## config.mk

```make
export PLATFORM = sky130hd
export DESIGN_NAME = tx_packet_enqueue_flat
export DESIGN_NICKNAME = d
export VERILOG_FILES = /design/src/rtl/tx_packet_enqueue_if.sv /design/src/rtl/tx_packet_enqueue.sv /design/src/flat_wrapper.sv
export SDC_FILE = /design/constraint.sdc
export NUM_CORES = 1
export LEC_CHECK = 0
export CAP_MARGIN = 30
export CORE_AREA = 8 8 71 118
export CTS_BUF_LIST = sky130_fd_sc_hd__clkbuf_4
export DETAILED_ROUTE_END_ITERATION = 7
export DIE_AREA = 0 0 79 126
export DONT_BUFFER_PORTS = 1
export PLACE_DENSITY = 0.74
export SLEW_MARGIN = 20
export SYNTH_ARGS = -nofsm -noshare
export SYNTH_HDL_FRONTEND = slang
export SYNTH_SLANG_ARGS = --single-unit
```

## constraint.sdc

```tcl
create_clock -name clk_156m25 -period 12 [get_ports clk_156m25]
set_clock_uncertainty 0.05 [all_clocks]
set_input_delay 3 -clock clk_156m25 [delete_from_list [all_inputs] [get_ports clk_156m25]]
set_output_delay 3 -clock clk_156m25 [all_outputs]
set_load 0.01 [all_outputs]
```

## src/rtl/tx_packet_enqueue_if.sv

```systemverilog
// Bundles the client packet bus and the TX data FIFO write port.
// The master side is the packet source / FIFO environment; the slave side is the enqueue stage.
interface tx_packet_enqueue_if;
    // client packet bus
    logic [63:0] pkt_tx_data;
    logic        pkt_tx_val;
    logic        pkt_tx_sop;
    logic        pkt_tx_eop;
    logic [2:0]  pkt_tx_mod;
    logic        pkt_tx_full;
    // TX data FIFO write port
    logic        txdfifo_wfull;
    logic        txdfifo_walmost_full;
    logic [63:0] txdfifo_wdata;
    logic [7:0]  txdfifo_wstatus;
    logic        txdfifo_wen;

    modport master (
        output pkt_tx_data, pkt_tx_val, pkt_tx_sop, pkt_tx_eop, pkt_tx_mod,
        input  pkt_tx_full,
        output txdfifo_wfull, txdfifo_walmost_full,
        input  txdfifo_wdata, txdfifo_wstatus, txdfifo_wen
    );

    modport slave (
        input  pkt_tx_data, pkt_tx_val, pkt_tx_sop, pkt_tx_eop, pkt_tx_mod,
        output pkt_tx_full,
        input  txdfifo_wfull, txdfifo_walmost_full,
        output txdfifo_wdata, txdfifo_wstatus, txdfifo_wen
    );
endinterface

```

## src/rtl/tx_packet_enqueue.sv

```systemverilog
// 10GE MAC TX packet write stage: checks SOP/EOP framing, pads runts to the
// minimum frame length, flags oversize frames and writes word + status into the TX data FIFO.
module tx_packet_enqueue #(
    parameter int MAX_BYTES = 1518,
    parameter int MIN_BYTES = 60
) (
    input  logic               clk_156m25,
    input  logic               reset_156m25,
    tx_packet_enqueue_if.slave bus,
    output logic               status_tx_proto_err,
    input  logic               status_clear
);

    localparam logic [1:0] ST_IDLE  = 2'd0;
    localparam logic [1:0] ST_FRAME = 2'd1;
    localparam logic [1:0] ST_PAD   = 2'd2;

    localparam logic [14:0] MIN_TOTAL     = 15'(MIN_BYTES);
    localparam logic [14:0] MAX_TOTAL     = 15'(MAX_BYTES);
    // byte count in front of the 8th (last padded) word of a minimum-length frame
    localparam logic [13:0] LAST_WORD_CNT = 14'((MIN_BYTES / 8) * 8);
    localparam logic [13:0] CNT_SAT       = 14'h3FFF;

    logic [1:0]  state, state_d;
    logic [13:0] byte_cnt, byte_cnt_d;
    logic        wen_d;
    logic [63:0] wdata_d;
    logic [7:0]  wstatus_d;
    logic        proto_err_set;
    logic        accept;
    logic        eop_path;
    logic        eop_sop;
    logic [13:0] base_cnt;
    logic [3:0]  mod_bytes;
    logic [14:0] total;
    logic [63:0] masked_data;

    // PAD owns the FIFO write port, so the client is held off for its duration.
    assign bus.pkt_tx_full = bus.txdfifo_walmost_full | bus.txdfifo_wfull | (state == ST_PAD);
    assign accept          = bus.pkt_tx_val & ~bus.pkt_tx_full;

    // A SOP+EOP word in IDLE starts from zero bytes; otherwise continue the running count.
    assign base_cnt  = (state == ST_IDLE) ? 14'd0 : byte_cnt;
    assign mod_bytes = (bus.pkt_tx_mod == 3'd0) ? 4'd8 : {1'b0, bus.pkt_tx_mod};
    assign total     = {1'b0, base_cnt} + {11'd0, mod_bytes};

    // Zero the bytes of the EOP word that lie beyond pkt_tx_mod.
    always_comb begin
        // NOTE: every combinational output gets a default first so no path leaves it unassigned (no latch).
        masked_data = '0;
        for (int i = 0; i < 8; i++) begin
            if (bus.pkt_tx_mod == 3'd0 || 3'(i) < bus.pkt_tx_mod)
                masked_data[8*i +: 8] = bus.pkt_tx_data[8*i +: 8];
        end
    end

    // Next-state, byte counter and FIFO write word for this cycle.
    always_comb begin
        state_d       = state;
        byte_cnt_d    = byte_cnt;
        wen_d         = 1'b0;
        wdata_d       = '0;
        wstatus_d     = '0;
        proto_err_set = 1'b0;
        eop_path      = 1'b0;
        eop_sop       = 1'b0;

        case (state)
            ST_IDLE: begin
                if (accept) begin
                    if (bus.pkt_tx_sop) begin
                        if (bus.pkt_tx_eop) begin
                            eop_path = 1'b1;
                            eop_sop  = 1'b1;
                        end else begin
                            wen_d      = 1'b1;
                            wdata_d    = bus.pkt_tx_data;
                            wstatus_d  = 8'h80;
                            byte_cnt_d = 14'd8;
                            state_d    = ST_FRAME;
                        end
                    end else begin
                        // word outside a frame: dropped
                        proto_err_set = 1'b1;
                    end
                end
            end

            ST_FRAME: begin
                if (accept) begin
                    if (bus.pkt_tx_sop) begin
                        // missing EOP: close the open frame as errored; the new frame is lost
                        wen_d         = 1'b1;
                        wdata_d       = bus.pkt_tx_data;
                        wstatus_d     = 8'hE0;
                        proto_err_set = 1'b1;
                        byte_cnt_d    = '0;
                        state_d       = ST_IDLE;
                    end else if (bus.pkt_tx_eop) begin
                        eop_path = 1'b1;
                    end else begin
                        wen_d      = 1'b1;
                        wdata_d    = bus.pkt_tx_data;
                        byte_cnt_d = (byte_cnt > CNT_SAT - 14'd8) ? CNT_SAT : byte_cnt + 14'd8;
                    end
                end
            end

            ST_PAD: begin
                if (~bus.txdfifo_walmost_full & ~bus.txdfifo_wfull) begin
                    wen_d = 1'b1;
                    if (byte_cnt == LAST_WORD_CNT) begin
                        wstatus_d  = 8'h44;
                        byte_cnt_d = '0;
                        state_d    = ST_IDLE;
                    end else begin
                        byte_cnt_d = byte_cnt + 14'd8;
                    end
                end
            end

            default: state_d = ST_IDLE;
        endcase

        // EOP word: terminate normally, terminate inside the last padded word, or start padding.
        if (eop_path) begin
            wen_d = 1'b1;
            if (total >= MIN_TOTAL) begin
                wdata_d    = bus.pkt_tx_data;
                wstatus_d  = {eop_sop, 1'b1, total > MAX_TOTAL, 2'b00, bus.pkt_tx_mod};
                byte_cnt_d = '0;
                state_d    = ST_IDLE;
            end else if (base_cnt == LAST_WORD_CNT) begin
                wdata_d    = masked_data;
                wstatus_d  = {eop_sop, 1'b1, 1'b0, 2'b00, 3'd4};
                byte_cnt_d = '0;
                state_d    = ST_IDLE;
            end else begin
                wdata_d    = masked_data;
                wstatus_d  = {eop_sop, 7'd0};
                byte_cnt_d = base_cnt + 14'd8;
                state_d    = ST_PAD;
            end
        end
    end

    // Registered state, counter, FIFO write port and sticky framing-error flag.
    always_ff @(posedge clk_156m25) begin
        // NOTE: sequential state uses non-blocking assignments so every register samples pre-edge values.
        if (reset_156m25) begin
            state               <= ST_IDLE;
            byte_cnt            <= '0;
            bus.txdfifo_wen     <= 1'b0;
            bus.txdfifo_wdata   <= '0;
            bus.txdfifo_wstatus <= '0;
            status_tx_proto_err <= 1'b0;
        end else begin
            state               <= state_d;
            byte_cnt            <= byte_cnt_d;
            bus.txdfifo_wen     <= wen_d;
            bus.txdfifo_wdata   <= wdata_d;
            bus.txdfifo_wstatus <= wstatus_d;
            if (proto_err_set)
                status_tx_proto_err <= 1'b1;
            else if (status_clear)
                status_tx_proto_err <= 1'b0;
        end
    end

endmodule

```

## src/flat_wrapper.sv

```systemverilog
// flat-port wrapper written by rule: the top's interface ports become plain ports
module tx_packet_enqueue_flat 
#(
    parameter int MAX_BYTES = 1518,
    parameter int MIN_BYTES = 60
)
  (clk_156m25, reset_156m25, status_tx_proto_err, status_clear, bus_pkt_tx_data, bus_pkt_tx_val, bus_pkt_tx_sop, bus_pkt_tx_eop, bus_pkt_tx_mod, bus_pkt_tx_full, bus_txdfifo_wfull, bus_txdfifo_walmost_full, bus_txdfifo_wdata, bus_txdfifo_wstatus, bus_txdfifo_wen);
  tx_packet_enqueue_if bus_i ();
  input  logic clk_156m25;
  input  logic reset_156m25;
  output logic status_tx_proto_err;
  input  logic status_clear;
  input wire logic [$bits(bus_i.pkt_tx_data)-1:0] bus_pkt_tx_data;
  input wire logic [$bits(bus_i.pkt_tx_val)-1:0] bus_pkt_tx_val;
  input wire logic [$bits(bus_i.pkt_tx_sop)-1:0] bus_pkt_tx_sop;
  input wire logic [$bits(bus_i.pkt_tx_eop)-1:0] bus_pkt_tx_eop;
  input wire logic [$bits(bus_i.pkt_tx_mod)-1:0] bus_pkt_tx_mod;
  output wire logic [$bits(bus_i.pkt_tx_full)-1:0] bus_pkt_tx_full;
  input wire logic [$bits(bus_i.txdfifo_wfull)-1:0] bus_txdfifo_wfull;
  input wire logic [$bits(bus_i.txdfifo_walmost_full)-1:0] bus_txdfifo_walmost_full;
  output wire logic [$bits(bus_i.txdfifo_wdata)-1:0] bus_txdfifo_wdata;
  output wire logic [$bits(bus_i.txdfifo_wstatus)-1:0] bus_txdfifo_wstatus;
  output wire logic [$bits(bus_i.txdfifo_wen)-1:0] bus_txdfifo_wen;
  assign bus_i.pkt_tx_data = bus_pkt_tx_data;
  assign bus_i.pkt_tx_val = bus_pkt_tx_val;
  assign bus_i.pkt_tx_sop = bus_pkt_tx_sop;
  assign bus_i.pkt_tx_eop = bus_pkt_tx_eop;
  assign bus_i.pkt_tx_mod = bus_pkt_tx_mod;
  assign bus_pkt_tx_full = bus_i.pkt_tx_full;
  assign bus_i.txdfifo_wfull = bus_txdfifo_wfull;
  assign bus_i.txdfifo_walmost_full = bus_txdfifo_walmost_full;
  assign bus_txdfifo_wdata = bus_i.txdfifo_wdata;
  assign bus_txdfifo_wstatus = bus_i.txdfifo_wstatus;
  assign bus_txdfifo_wen = bus_i.txdfifo_wen;
  tx_packet_enqueue #(.MAX_BYTES(MAX_BYTES), .MIN_BYTES(MIN_BYTES)) u_core (.clk_156m25(clk_156m25), .reset_156m25(reset_156m25), .bus(bus_i), .status_tx_proto_err(status_tx_proto_err), .status_clear(status_clear));
endmodule
```

==> impl_results.md <==
- PortBufs: 0
- Die Y: 126 um
- Hold Path Class: register to register
- Max frequency: 156 MHz
- R2R depth: 13
- DP HPWL: 8.39 mm
- Syn_area_per_cell: 8.99 um^2
- Buf+Inv Stages, Crit Path: 0
- Hold-fix buffer count after cts: 0
- Initial DRC count: 162
- Worst vdd ir: 0.0000482 V
- Clk_lat worst skew: 0.45 ns
- Maxcap violations: 0
- CP max-delay cell: nor2_1
- Simple-Gate Fraction of Synth Area: 0.263
- Crit. End Element: output pin
- Total grt overflow: 0
- Setup bufs post-CTS: 0
- CP max stage delay: 0.21 ns
- Seq/Total Area, Yosys: 0.449
- Complex-gate fraction of the synthesized area: 0.173
- Final setup violation count: 0
- Startpoint types: input pin
- First-pass GRT wire length: 16.0 mm
- Setup_tns: 0 ns
- FP Rows: 40
- Worst-case clock buffer depth: 2
- Count of nets after finishing: 510
- Crit path max fanout: 4
- Mux share of post-synthesis cell area: 0.00511
- Crit-path cells: nor2_1, nand2_1
- CTS tree: done
- Total Wirelength: 10.7 mm
- Largest family of logic cells by synthesized area: simple AND/OR/NAND/NOR gates
- Worst-case hold slack: 0.463 ns
- PnR worst setup slack: 5.59 ns
- Post-synthesis async set-or-reset flop share: 0
- Final Cycle Share: 0.534
- Clk root buf: clkbuf_4
- Total global-route track usage: 0.205
- Primary FF master, synth: dfxtp_1
- Vias per inst: 6.29
- WP data required: 8.95 ns
- Drt first pass iters: 6
- Setup Crit Path Kind: input pin to output pin
- Instance count on the critical path: 2
- Dpl ws: 5.60 ns
- Relative slew margins: 0.455
- Post-synth EDFFs: 0
- Commonest cells in the netlist: dfxtp_1, and2_1, a21oi_1
- Crit path time final: 6.41 ns
- Worst slew pin tran: 0.818 ns
- Post-Syn Instances: 436
- DRC Markers: 0
- Share of cells above drive strength 1: 0.0703
- Via count: 3219
- Die Wd: 79 um
- I/O pin cnt: 150
- Core box area: 6810 um^2
- Status: completed
- Count of cell types in the netlist: 58
- Family with the most delay on the worst path: simple AND/OR/NAND/NOR gates
- Die area: 9950 um^2
- Worst EP arrival: 3.36 ns
- Ys Warns: 0
- Routability cong.: 0.912
- Power density over the cells: 117 nW/um^2
- Clock tree sinks: 88
- Max Slew Vio Count: 0
- Flip-flop and latch count after synthesis: 88
- Mapped Area: 3920 um^2
- Antenna-violating nets left: 0
- Fin. Hold Viols: 0
- Synth Area in XOR/XNOR: 0.0246
- Min-Delay Path Depth: 2
- Largest area contributor in the netlist: dfxtp_1
- Starting Density: 0.576
- P_leak: 1.58 nW
- H-tree levels: 3
- Unrepaired setup endpoints after global routing: no
- Num CTS Buffers: 9
- Share of the synthesized area in the top cell type: 0.449
- Adder-Cell Fraction of Synth Area: 0.0402
- Most common cell in the synthesized netlist: dfxtp_1
- Wire length per cell: 20.8 um
- Largest net degree at the start of global routing: 25
- Initial antenna violation count: 1
- CTS clock-pin slew for the worst setup and hold paths: 0.13 ns
- P&R area growth vs syn: 2.78%
- Vias in the first global route: 3062
- Synth area leaders: dfxtp_1, and2_1, a21oi_1
- Post_cts resized: 0
-- per-layer routing --
layer | vias up | share of wire | GRT usage
met4 | 0 | 0.037 | 0.115
met2 | 147 | 0.55 | 0.383
met1 | 1521 | 0.33 | 0.187
li1 | 1520 | - | -
met5 | - | 0 | 0
met3 | 31 | 0.081 | 0.0591
-- area by class of cell --
class | count | area, um^2
fill | 621 | 2780
tap | 84 | 105
timing repair buffer | 1 | 7.51
clock inverter | 6 | 42.5
antenna | 1 | 2.50
inverter | 14 | 52.6
sequential | 88 | 1760
multi-input combinational | 309 | 1990
clock buffer | 9 | 67.6
-- final timing paths --
path,from,end,slack [ns]
worst max-delay path,bus_txdfifo_wfull,bus_pkt_tx_full,5.59
worst min-delay path,u_core.state[1]$_SDFFE_PP0P_,u_core.state[1]$_SDFFE_PP0P_,0.46
worst max register to register,u_core.state[0]$_SDFFE_PP0P_,u_core.bus.txdfifo_wdata[41]$_SDFF_PP0_,7.75
worst min register to register,u_core.state[1]$_SDFFE_PP0P_,u_core.state[1]$_SDFFE_PP0P_,0.46
-- metrics by stage --
| step | power, mW | instance area (um^2) | std cells | util |
|---|---|---|---|---|
| 2_1_floorplan | 0.329 | 3920 | 437 | - |
| 3_3_place_gp | 0.332 | 3920 | 496 | 0.575 |
| 3_5_place_dp | 0.333 | 3920 | 496 | 0.575 |
| 4_1_cts | 0.472 | 4030 | 511 | 0.592 |
| 5_1_grt | 0.490 | 4030 | 512 | 0.592 |
| 6_report | 0.469 | 4030 | 512 | 0.592 |
-- state kept, by name, summed over array words and instances (netlist names) --
name	cells
u_core.state	2
u_core.bus.txdfifo_wdata	64
u_core.status_tx_proto_err	1
u_core.byte_cnt	14
u_core.bus.txdfifo_wstatus	6
u_core.bus.txdfifo_wen	1
-- layout by cell type, fill, tap and decap left out, types with 3 or more instances in the layout --
cell	count
or3_1	3
o211a_1	3
a31oi_1	14
xnor2_1	9
nand2b_1	3
ha_1	11
nand4_1	4
nor3_1	12
nand2_1	28
and3_1	20
nor2b_1	6
nor3b_1	3
clkbuf_4	9
nor2_1	22
a41oi_1	3
a21oi_1	30
nand3_1	13
and2_1	46
o211ai_1	6
o21ai_0	16
nor4_1	3
inv_1	14
dfxtp_1	88
o21a_1	3
nand3b_1	3
a211oi_1	10
and4_1	3
-- cell families after synthesis --
logic type / Yosys count
mux: 2
simple gates: 180
buf+inv: 40
compound gates: 102
flops: 88
xor+xnor: 11
other cells: 1
fa+ha+maj: 12
-- where the power goes --
part | total (mW) | switching [mW] | leakage [nW] | internal [mW]
Clock | 0.143 | 0.100 | 0.0586 | 0.0421
Combinational | 0.0253 | 0.0163 | 0.811 | 0.00904
Sequential | 0.301 | 0.00548 | 0.710 | 0.296
(Power assumes the default switching activity.)
